==> config.mk <==
export PLATFORM = sky130hd
export DESIGN_NAME = fe_pipe_ctrl
export DESIGN_NICKNAME = d
export VERILOG_FILES = /design/src/rtl/fe_pipe_ctrl.sv
export SDC_FILE = /design/constraint.sdc
export NUM_CORES = 1
export LEC_CHECK = 0
export BUFFER_PORTS_ARGS = -buffer_cell sky130_fd_sc_hd__buf_2
export CAP_MARGIN = 0
export CORE_MARGIN = 4
export CORE_UTILIZATION = 24
export CTS_CLUSTER_SIZE = 16
export DETAILED_ROUTE_END_ITERATION = 10
export GPL_TIMING_DRIVEN = 0
export PLACE_DENSITY_LB_ADDON = 0.15
export SETUP_SLACK_MARGIN = 0.02
export SLEW_MARGIN = 20
export SYNTH_ARGS = -nofsm -noshare
export SYNTH_HDL_FRONTEND = slang
export SYNTH_SLANG_ARGS = --single-unit
==> constraint.sdc <==
create_clock -name clk -period 3.45 [get_ports clk]
set_input_delay 0.345 -clock clk [delete_from_list [all_inputs] [get_ports clk]]
set_output_delay 0.345 -clock clk [all_outputs]
set_load 0.03 [all_outputs]
==> src/rtl/fe_pipe_ctrl.sv <==
// rtl/fe_pipe_ctrl.sv - front-end IF1/IF2/ID pipeline sequencer with redirect arbitration
//
// Optional feature macro: FE_PERF_CNT_EN (adds perf_miss_cycles / perf_flush_cnt).
//
// Ports:
//   clk, rst_n              clock, synchronous active-low reset
//   icache_stall            IF2 instruction not available (miss outstanding)
//   icache_resp_valid       miss refill returned to IF2 this cycle
//   be_stall                ID cannot accept a new instruction
//   bp_redir / bp_target    IF2 predicted-taken branch and its target
//   ex_redir / ex_target    EX mispredict and corrected target
//   wb_redir / wb_target    WB exception/ertn and its target
//   pc_wen                  PC register update enable
//   if1_if2_wen/_flush      if1/if2 stage register write enable / flush
//   if2_id_wen/_flush       if2/id stage register write enable / flush
//   redir_valid / redir_pc  PC must load redir_pc
//   drop_resp               IF2 must discard the current refill
//   perf_miss_cycles        (FE_PERF_CNT_EN) cycles spent in MISS or DRAIN
//   perf_flush_cnt          (FE_PERF_CNT_EN) if2/id flush cycles caused by wb/ex redirects

module fe_pipe_ctrl #(
    parameter logic [31:0] RESET_PC = 32'h1c00_0000
) (
    input  logic        clk,
    input  logic        rst_n,
    input  logic        icache_stall,
    input  logic        icache_resp_valid,
    input  logic        be_stall,
    input  logic        bp_redir,
    input  logic [31:0] bp_target,
    input  logic        ex_redir,
    input  logic [31:0] ex_target,
    input  logic        wb_redir,
    input  logic [31:0] wb_target,
    output logic        pc_wen,
    output logic        if1_if2_wen,
    output logic        if1_if2_flush,
    output logic        if2_id_wen,
    output logic        if2_id_flush,
    output logic        redir_valid,
    output logic [31:0] redir_pc,
    output logic        drop_resp
`ifdef FE_PERF_CNT_EN
    ,
    output logic [31:0] perf_miss_cycles,
    output logic [31:0] perf_flush_cnt
`endif
);

    typedef enum logic [1:0] {
        RUN   = 2'd0,
        MISS  = 2'd1,
        DRAIN = 2'd2
    } state_t;

    state_t      state;
    state_t      state_nxt;
    logic [31:0] pend_pc;
    logic [31:0] pend_nxt;

    // Back-end redirects (wb beats ex) are treated as one source; bp is lowest.
    logic        hi_redir;
    logic [31:0] hi_target;
    logic        run_mode;
    logic        ic_eff;

    assign hi_redir  = wb_redir | ex_redir;
    assign hi_target = wb_redir ? wb_target : ex_target;

    always_comb begin
        pc_wen        = 1'b0;
        if1_if2_wen   = 1'b0;
        if1_if2_flush = 1'b0;
        if2_id_wen    = 1'b0;
        if2_id_flush  = 1'b0;
        redir_valid   = 1'b0;
        redir_pc      = pend_pc;
        drop_resp     = 1'b0;
        state_nxt     = state;
        pend_nxt      = pend_pc;
        run_mode      = 1'b0;
        ic_eff        = icache_stall;

        case (state)
            RUN: begin
                run_mode = 1'b1;
                ic_eff   = icache_stall;
            end
            MISS: begin
                if (icache_resp_valid) begin
                    // Refill arrives: behave as RUN with the miss resolved. A
                    // simultaneous wb/ex redirect is then applied immediately,
                    // since no further refill is outstanding to drain.
                    run_mode = 1'b1;
                    ic_eff   = 1'b0;
                end else if (hi_redir) begin
                    pend_nxt      = hi_target;
                    if1_if2_wen   = 1'b1;
                    if1_if2_flush = 1'b1;
                    if2_id_wen    = 1'b1;
                    if2_id_flush  = 1'b1;
                    state_nxt     = DRAIN;
                end else if (!be_stall) begin
                    if2_id_wen   = 1'b1;
                    if2_id_flush = 1'b1;
                end
            end
            DRAIN: begin
                if2_id_wen   = 1'b1;
                if2_id_flush = 1'b1;
                if (icache_resp_valid) begin
                    drop_resp     = 1'b1;
                    redir_valid   = 1'b1;
                    redir_pc      = hi_redir ? hi_target : pend_pc;
                    pc_wen        = 1'b1;
                    if1_if2_wen   = 1'b1;
                    if1_if2_flush = 1'b1;
                    state_nxt     = RUN;
                end else if (hi_redir) begin
                    pend_nxt = hi_target;
                end
            end
            default: begin
                state_nxt = RUN;
            end
        endcase

        if (run_mode) begin
            state_nxt = RUN;
            if (hi_redir) begin
                if1_if2_wen   = 1'b1;
                if1_if2_flush = 1'b1;
                if2_id_wen    = 1'b1;
                if2_id_flush  = 1'b1;
                if (!ic_eff) begin
                    redir_valid = 1'b1;
                    redir_pc    = hi_target;
                    pc_wen      = 1'b1;
                end else begin
                    // Miss in flight: park the target until the stale refill lands.
                    pend_nxt  = hi_target;
                    state_nxt = DRAIN;
                end
            end else if (bp_redir && !be_stall) begin
                // The predicted branch itself moves on to ID; only IF1 is squashed.
                redir_valid   = 1'b1;
                redir_pc      = bp_target;
                pc_wen        = 1'b1;
                if1_if2_wen   = 1'b1;
                if1_if2_flush = 1'b1;
                if2_id_wen    = 1'b1;
            end else if (be_stall) begin
                pc_wen = 1'b0;
            end else if (ic_eff) begin
                if2_id_wen   = 1'b1;
                if2_id_flush = 1'b1;
                state_nxt    = MISS;
            end else begin
                pc_wen      = 1'b1;
                if1_if2_wen = 1'b1;
                if2_id_wen  = 1'b1;
            end
        end

        if (!rst_n) begin
            pc_wen        = 1'b0;
            if1_if2_wen   = 1'b0;
            if1_if2_flush = 1'b0;
            if2_id_wen    = 1'b0;
            if2_id_flush  = 1'b0;
            redir_valid   = 1'b0;
            redir_pc      = RESET_PC;
            drop_resp     = 1'b0;
            state_nxt     = RUN;
            pend_nxt      = RESET_PC;
        end
    end

    always_ff @(posedge clk) begin
        state   <= state_nxt;
        pend_pc <= pend_nxt;
    end

`ifdef FE_PERF_CNT_EN
    always_ff @(posedge clk) begin
        if (!rst_n) begin
            perf_miss_cycles <= 32'd0;
            perf_flush_cnt   <= 32'd0;
        end else begin
            if (state != RUN) begin
                perf_miss_cycles <= perf_miss_cycles + 32'd1;
            end
            if (if2_id_flush && hi_redir) begin
                perf_flush_cnt <= perf_flush_cnt + 32'd1;
            end
        end
    end
`endif

endmodule

* After elaboration in Yosys (flattened, before gate mapping)
Index checks and enable logic that the tools add are counted.
Cells by class: equal/unequal tests 6, mux-type cells 68, bitwise gates (word level) 1, reduce and logical (&&, ||, !) cells 5
Operators with widths (count):
- 2-to-1 mux 32 bit | 14
- 2-to-1 mux 1 bit | 44
- 2-to-1 mux 2 bit | 6
- inequality test 3 bit, second input constant | 3
- case mux 1 bit (2 select lines) | 3
- case mux 2 bit (3 select lines) | 1
- AND reduction 4 bit | 1
- equality test 2 x 1 -> 1 bit, second input constant | 1
- equality test 2 bit, second input constant | 1
- logical NOT 2 bit | 1
- inequality test 2 bit, second input constant | 1
- OR reduction 2 bit | 1
- logical AND 1 bit | 1
- logical NOT 1 bit | 1
- bitwise OR 1 bit | 1
Word-level totals: bits in registers 34, bits of input ports 104, output and inout port bits 39, logic and storage cells 82

* Depth between registers and ports, before layout
Gate-level depths: netlist (run 1).
word-level depth 10, depth in mapped cells 9, mapped depth without buffers 6

* Worst setup path before layout (run 1)
Ideal clock, no wire load.
path type reg2out, start register state[1], end output port redir_pc[1], data arrival time 2055 ps, required time 3105 ps, path slack 1050 ps, cell stages (with the launch flop) 8, buffers on the path 1, cell sequence dfxtp_1 > inv_1 > ha_1 > a21oi_2 > a21oi_1 > buf_2 > a221o_1 > a21oi_1
Between the ends: longest elaborated chain between the ends 6, elaborated cells on any way between the ends 11, those cells by class eq/ne (2); mux (8); reduce/logical (1)
Ends and longest elaborated chain:
- start: declaration | line 56 | state_t state;
- start signal: assignment | line 180 | state <= state_nxt;
- equality test 2 bit or equality test 2 x 1 -> 1 bit (tied branches) | line 84 | case (state)
- 2-to-1 mux 32 bit or 2-to-1 mux 1 bit (tied branches) | line 84
- 2-to-1 mux 32 bit (on tied branches) | line 144, 135
- 2-to-1 mux 32 bit | line 130 | if (hi_redir) begin
- 2-to-1 mux 32 bit * | line 128 | if (run_mode) begin
- 2-to-1 mux 32 bit * | line 165 | if (!rst_n) begin
- end: declaration | line 41 | output logic [31:0] redir_pc,
Every way passes the cells marked *; elsewhere a longest branch is shown, timed or not.

* Final worst setup path (run 1)
start register state[1], end output port redir_pc[29]
The elaborated chain is that of the path after synthesis.

==> out/metrics.yaml, run 1 <==
yosys:
  synth_top_flop_cell: "dfxtp_1"
  synth.avg_cell_area_sq_um: 7.96
  syn_area_sq_um: 2920
  synth_nets: 474
  synth_seq_cells: 34
  synth-seq-area-share_pct: 23.3
  synth_cell_type_count: 41
  ys_warn_count: 0
  synth_edf_count: 0
  syn_inst: 367
  synthArstFlopShare_pct: 0
timing:
  finalSetupTns_ns: 0
  clock_skew_ns: 0.00291
  fin_hold_ws_ns: 0.435
  relSlewSlack_pct: 49.0
  min_period_ns: 3.02
  fmax_ghz: 0.331
  tightest_slew_ns: 0.765
  hold_viol_final: 0
  min_period_over_period_pct: 87.6
  setup_viol: 0
  setup_slack_ns: 0.429
  slew_violations: 0
  grt_setup_unrepaired: "no"
floorplan:
  initial_utilization_pct: 24.4
  die_w_microns: 118
  num_rows: 40
  core_sq_um: 12000
  dieHeight_microns: 118
  die_area_sq_um: 14000
  io_pins: 143
min_path:
  min_to: "pend_pc[28]"
  hold_path_class: "input port to register"
  min_path_cells: 2
  hp-start: "rst_n"
global_route:
  grt_util_all_layers_pct: 16.4
  grt_pass1_wl_microns: 19000
  antenna_found_initial: 0
  grt_pass1_vias: 3667
  grt-ovfl-total: 0
  grt_max_degree: 11
final_layout:
  diodes: 0
  nets: 620
  syn_to_final_growth_pct: 35.2
  n_fill_cell: 1310
  drive_gt1_share_pct: 35.2
cts:
  ctsHoldBuffers: 0
  htree_levels: 2
  cts-root-buf: "clkbuf_16"
  clock_latency_ns: 0.28
  post_cts_resized: 0
  postCtsSetupRepairBufs: 0
  cts_buffers: 5
  tritoncts: "yes"
  cts.sinks: 34
  path_clk_slew_ns: 0.06
  clockBufferDepth: 2
placement:
  post-place-ws_ns: 0.751
  place_congestion: 0.790
  dp_hpwl_microns: 8760
  io_buffers: 139
critical_path:
  worstPathRequired_ns: 3.11
  r2r_cells: 9
  start_kind: "register"
  r2r_slack_ns: 1.38
  r2r_end: "pend_pc[19]"
  cp-end-kind: "primary output"
  path_class: "register to primary output"
  cp_max_fo: 10
  crit_arrival_ns: 2.68
  r2r-start: "state[1]"
routing:
  ant_nets: 0
  avgRoutedWirePerCell_microns: 17.7
  vias: 3494
  vias_per_cell: 5.29
  drc: 0
  dr.pass1.iters: 4
  initialDrtViolationCount: 167
  wirelength_microns: 11700
power:
  irDropWorstVdd_mv: 0.169
  power_frac_clock_pct: 31.7
  p_int_mw: 0.941
  p_total_mw: 1.48
  sw_frac_of_total_pct: 36.3
  power.density_nw_per_um2: 374
  p_sw_mw: 0.537
  p_leak_nw: 1.75
  combinationalPowerShare_pct: 38.0
  seqPwrFrac_pct: 30.3
run_status:
  status: "complete, no violations"
run:
  cap_violations: 0
## final cells by class
type	instances	area, sq um	share of cell area, %
multi-input cells	280	1990	50.4
repair buffers	139	696	17.6
flip-flops and latches	34	681	17.2
plain buffers	44	215	5.45
well taps	147	184	4.66
clock buffers	7	143	3.61
inverters	9	33.8	0.856
clock inverters	1	5.00	0.127
## stage by stage
stage | utilization [%] | instance area [sq um] | instances
2_1_floorplan | - | 2920 | 367
3_3_place_gp | 31.8 | 3800 | 653
3_5_place_dp | 31.8 | 3800 | 653
4_1_cts | 33.0 | 3950 | 661
5_1_grt | 33.0 | 3950 | 661
6_report | 33.0 | 3950 | 661
## cells by family (layout without fill, tap and decap cells)
logic type	Yosys count	in the layout	synth area share [%]
simple gates	61	61	9.64
buf+inv	53	200	8.53
compound gates	184	184	46.3
fa+ha+maj	3	3	1.29
flops	34	34	23.3
mux	32	32	11.0
## how the worst max path moves through the flow
stage	start	to	slack, ns	cells after the start
3_5_place_dp	state[0]	redir_pc[30]	0.75	9
4_1_cts	state[1]	redir_pc[30]	0.44	8
3_3_place_gp	state[1]	redir_pc[30]	0.77	8
6_report	state[1]	redir_pc[29]	0.43	8
2_1_floorplan	state[1]	redir_pc[1]	1.05	7
5_1_grt	state[1]	redir_pc[12]	0.24	8
## cell usage in the layout, fill, tap and decap left out, drive strengths merged
cell / synthesis / routed
and3: 3 / 3
and2: 3 / 3
a21oi: 69 / 69
o31ai: 1 / 1
ha: 3 / 3
nor3b: 1 / 1
nor2: 36 / 36
o221ai: 3 / 3
or2: 1 / 1
or2b: 1 / 1
dfxtp: 34 / 34
a2bb2oi: 29 / 29
mux2i: 32 / 32
nand2: 7 / 7
clkbuf: 22 / 29
a22oi: 3 / 3
or3: 1 / 1
o211a: 1 / 1
inv: 9 / 9
clkinv: 0 / 1
buf: 22 / 161
nand3: 2 / 2
o21ai: 12 / 12
o32a: 1 / 1
nand2b: 2 / 2
a211oi: 30 / 30
o211ai: 1 / 1
nor2b: 1 / 1
a32o: 1 / 1
a221o: 29 / 29
nand4: 1 / 1
o21a: 3 / 3
a31oi: 1 / 1
nor3: 2 / 2
## synth_stat cells, types with 9 or more instances
library cell	count	area, sq um
a21oi_1	68	340
nor2_1	36	135
dfxtp_1	34	681
mux2i_1	32	320
a221o_1	29	290
a2bb2oi_1	29	254
clkbuf_1	22	82.6
a211oi_1	20	150
buf_2	16	80.1
o21ai_0	12	60.1
a211oi_2	10	125
inv_1	9	33.8
## routing by layer
| metal | wire, microns | global-route usage, % | vias up |
|---|---|---|---|
| met2 | 5360 | 27.7 | 135 |
| met5 | 0 | 0 | - |
| li1 | - | - | 1716 |
| met1 | 5420 | 21.6 | 1632 |
| met4 | 123 | 4.25 | 0 |
| met3 | 782 | 2.97 | 11 |
## power by group through the flow
stage | combinational, mW | clock (mW) | sequential, mW
after floorplan | 0.383 | 0 | 0.452
after global placement | 0.558 | 0 | 0.454
after detailed placement | 0.562 | 0 | 0.456
after CTS | 0.565 | 0.478 | 0.447
after global routing | 0.615 | 0.487 | 0.452
final | 0.562 | 0.468 | 0.448
## worst max-delay path, stage by stage (launching register included)
cell	delay, ns
dfxtp_1	0.33
inv_1	0.07
ha_1	0.28
a21oi_2	0.44
a21oi_1	0.23
buf_2	0.27
a221o_1	0.34
a21oi_1	0.20
buf_2	0.24
## sequential cells by signal (all words and copies together) (netlist names)
| signal | cells |
|---|---|
| pend_pc | 32 |
| state | 2 |
(Power assumes the default switching activity.)
==> inputs of run 2 (changes only) <==
- CORE_ASPECT_RATIO: default -> 1.25
- CORE_UTILIZATION: 24 -> 51
==> run 2 against run 1 <==
- maximum frequency increased by 3.2%
- critical path depth unchanged
- combinational power decreased by 2%
- power decreased by 13%
- largest power group unchanged
- highest routed layer unchanged
- worst setup slack improved by 0.093 ns
- cell count decreased by 13%
- critical path type unchanged
==> out/metrics.yaml, run 2 (same netlist as run 1, synthesis figures left out) <==
final_layout:
  layout_common_cells: "155 x buf_2, 68 x a21oi_1, 36 x nor2_1, 34 x dfxtp_1, 32 x mux2i_1"
  final_area_sq_um: 3770  # -4.4%
  nets: 620  # unchanged
  largest_reg_flops: 32  # unchanged
  syn_to_final_growth_pct: 29.3
  diodes: 0  # unchanged
  drive_gt1_share_pct: 35.3  # +0.069 points
  top_regs: "pend_pc x32, state x2"
  layout_commonest_cell: "buf_2"
  fin_util_pct: 68.9  # +36 points
  n_fill_cell: 500  # -62%
  instances_no_fill: 577  # -13%
  regMostFlops: "pend_pc"
global_route:
  grt_pass1_wl_microns: 15700  # -18%
  grt_util_all_layers_pct: 27.6  # +11 points
  grt_pass1_vias: 3375  # -8.0%
  grt_max_degree: 11  # unchanged
  antenna_found_initial: 0  # unchanged
  grt-ovfl-total: 0  # unchanged
power:
  irDropWorstVdd_mv: 0.236  # +40%
  power.density_nw_per_um2: 339  # -9.4%
  p_sw_mw: 0.490  # -8.6%
  combinationalPowerShare_pct: 42.9  # +4.9 points
  seqPwrFrac_pct: 35.0  # +4.7 points
  power_frac_clock_pct: 22.1  # -9.6 points
  sw_frac_of_total_pct: 38.3  # +2.0 points
  p_int_mw: 0.790  # -16%
  p_leak_nw: 1.72  # -1.7%
routing:
  vias: 3575  # +2.3%
  dr.pass1.iters: 7  # +3
  vias_per_cell: 6.20  # +17%
  wirelength_microns: 9820  # -16%
  initialDrtViolationCount: 290  # +74%
  avgRoutedWirePerCell_microns: 17.0  # -3.8%
  drc: 0  # unchanged
  ant_nets: 0  # unchanged
floorplan:
  dieHeight_microns: 92.6  # -22%
  die_area_sq_um: 7010  # -50%
  initial_utilization_pct: 53.3  # +29 points
  io_pins: 143  # unchanged
  num_rows: 30  # -25%
  die_w_microns: 75.7  # -36%
  core_sq_um: 5480  # -54%
critical_path:
  path_class: "register to primary output"
  crit_arrival_ns: 2.58  # -0.10 ns
  critPathSlowestCell: "a21oi_2"
  crit_family: "compound AO/OA/AOI/OAI gates"
  worstPathCellList: "inv_1 > ha_1 > a21oi_2 > a21oi_1 > buf_2 > a221o_1 > a21oi_1 > buf_2"
  worst-path-buf-inv: 3  # unchanged
  start_kind: "register"
  cp_max_fo: 10  # unchanged
  cp-end-kind: "primary output"
  max_stage_delay_ns: 0.44  # about the same
  worstPathRequired_ns: 3.11  # about the same
timing:
  tightest_slew_ns: 0.760  # -0.00505 ns
  fmax_ghz: 0.341  # +3.2%
  min_period_ns: 2.93  # -0.0930 ns
  fin_hold_ws_ns: 0.449  # +0.0137 ns
  grt_setup_unrepaired: "no"
  relSlewSlack_pct: 49.4  # +0.34 points
  clock_skew_ns: 0.0114  # +0.00849 ns
  min_period_over_period_pct: 84.9  # -2.7 points
  setup_viol: 0  # unchanged
  hold_viol_final: 0  # unchanged
  slew_violations: 0  # unchanged
  finalSetupTns_ns: 0  # unchanged
placement:
  io_buffers: 139  # unchanged
  dpl-instance-area_sq_um: 3700  # -2.7%
  dp_hpwl_microns: 7400  # -15%
  dp_cells: 570  # -13%
  place_congestion: 0.859  # +8.7%
cts:
  path_clk_slew_ns: 0.07  # about the same
  cts-root-buf: "clkbuf_8"
  tritoncts: "yes"
  htree_levels: 2  # unchanged
  cts.sinks: 34  # unchanged
  cts_buffers: 5  # unchanged
  clock_latency_ns: 0.29  # about the same
  clockBufferDepth: 2  # unchanged
  postCtsSetupRepairBufs: 0  # unchanged
  post_cts_resized: 0  # unchanged
  ctsHoldBuffers: 0  # unchanged
run_status:
  status: "complete, no violations"
min_path:
  hold_path_class: "input port to register"
run:
  cap_violations: 0  # unchanged
-- run 2: path summary, 6_finish.rpt --
check / to / start / slack (ns) / cells past startpoint
worst min register to register: pend_pc[2] / pend_pc[2] / 0.53 / 2
worst max register to register: pend_pc[16] / state[1] / 1.39 / 9
worst min-delay path: pend_pc[27] / rst_n / 0.45 / 2
worst max-delay path: redir_pc[30] / state[1] / 0.52 / 8
-- run 2: final cells by class --
type	count	area, sq um	area share, %
plain buffers	44	215	5.70
clock buffers	5	68.8	1.82
clock inverters	2	10.0	0.265
inverters	9	33.8	0.895
multi-input cells	280	1990	52.7
flip-flops and latches	34	681	18.0
well taps	64	80.1	2.12
repair buffers	139	696	18.4
-- run 2: layer usage --
metal / vias to the layer above / part of all wire (%) / wire [microns] / GRT usage [%]
met1: 1661 / 41 / 4010 / 34.9
met3: 22 / 7.9 / 777 / 4.67
met2: 180 / 50 / 4890 / 46.2
met4: 0 / 1.4 / 136 / 9.48
li1: 1712 / - / - / -
met5: - / 0 / 0 / 0
-- run 2: metrics by stage --
stage	setup slack (ns)	total power, mW
floorplan	1.05	0.834
global route	0.371	1.35
finish	0.521	1.28
global placement	0.883	0.989
CTS	0.556	1.28
detailed placement	0.868	0.999
-- run 2: worst reg2reg max path, cell delays in order (launching register included) --
cell and delay (ns):
dfxtp_1 0.31, inv_1 0.10, ha_1 0.31, nand2_2 0.15, a32o_1 0.29, buf_6 0.13
and2_4 0.15, buf_6 0.14, buf_6 0.16, a211oi_2 0.23
-- run 2: power by group through the flow --
stage	clock network (mW)	registers [mW]	logic, mW
after global routing	0.304	0.452	0.595
final	0.283	0.448	0.549
after global placement	0	0.454	0.535
after detailed placement	0	0.456	0.544
after floorplan	0	0.452	0.383
after CTS	0.285	0.447	0.546
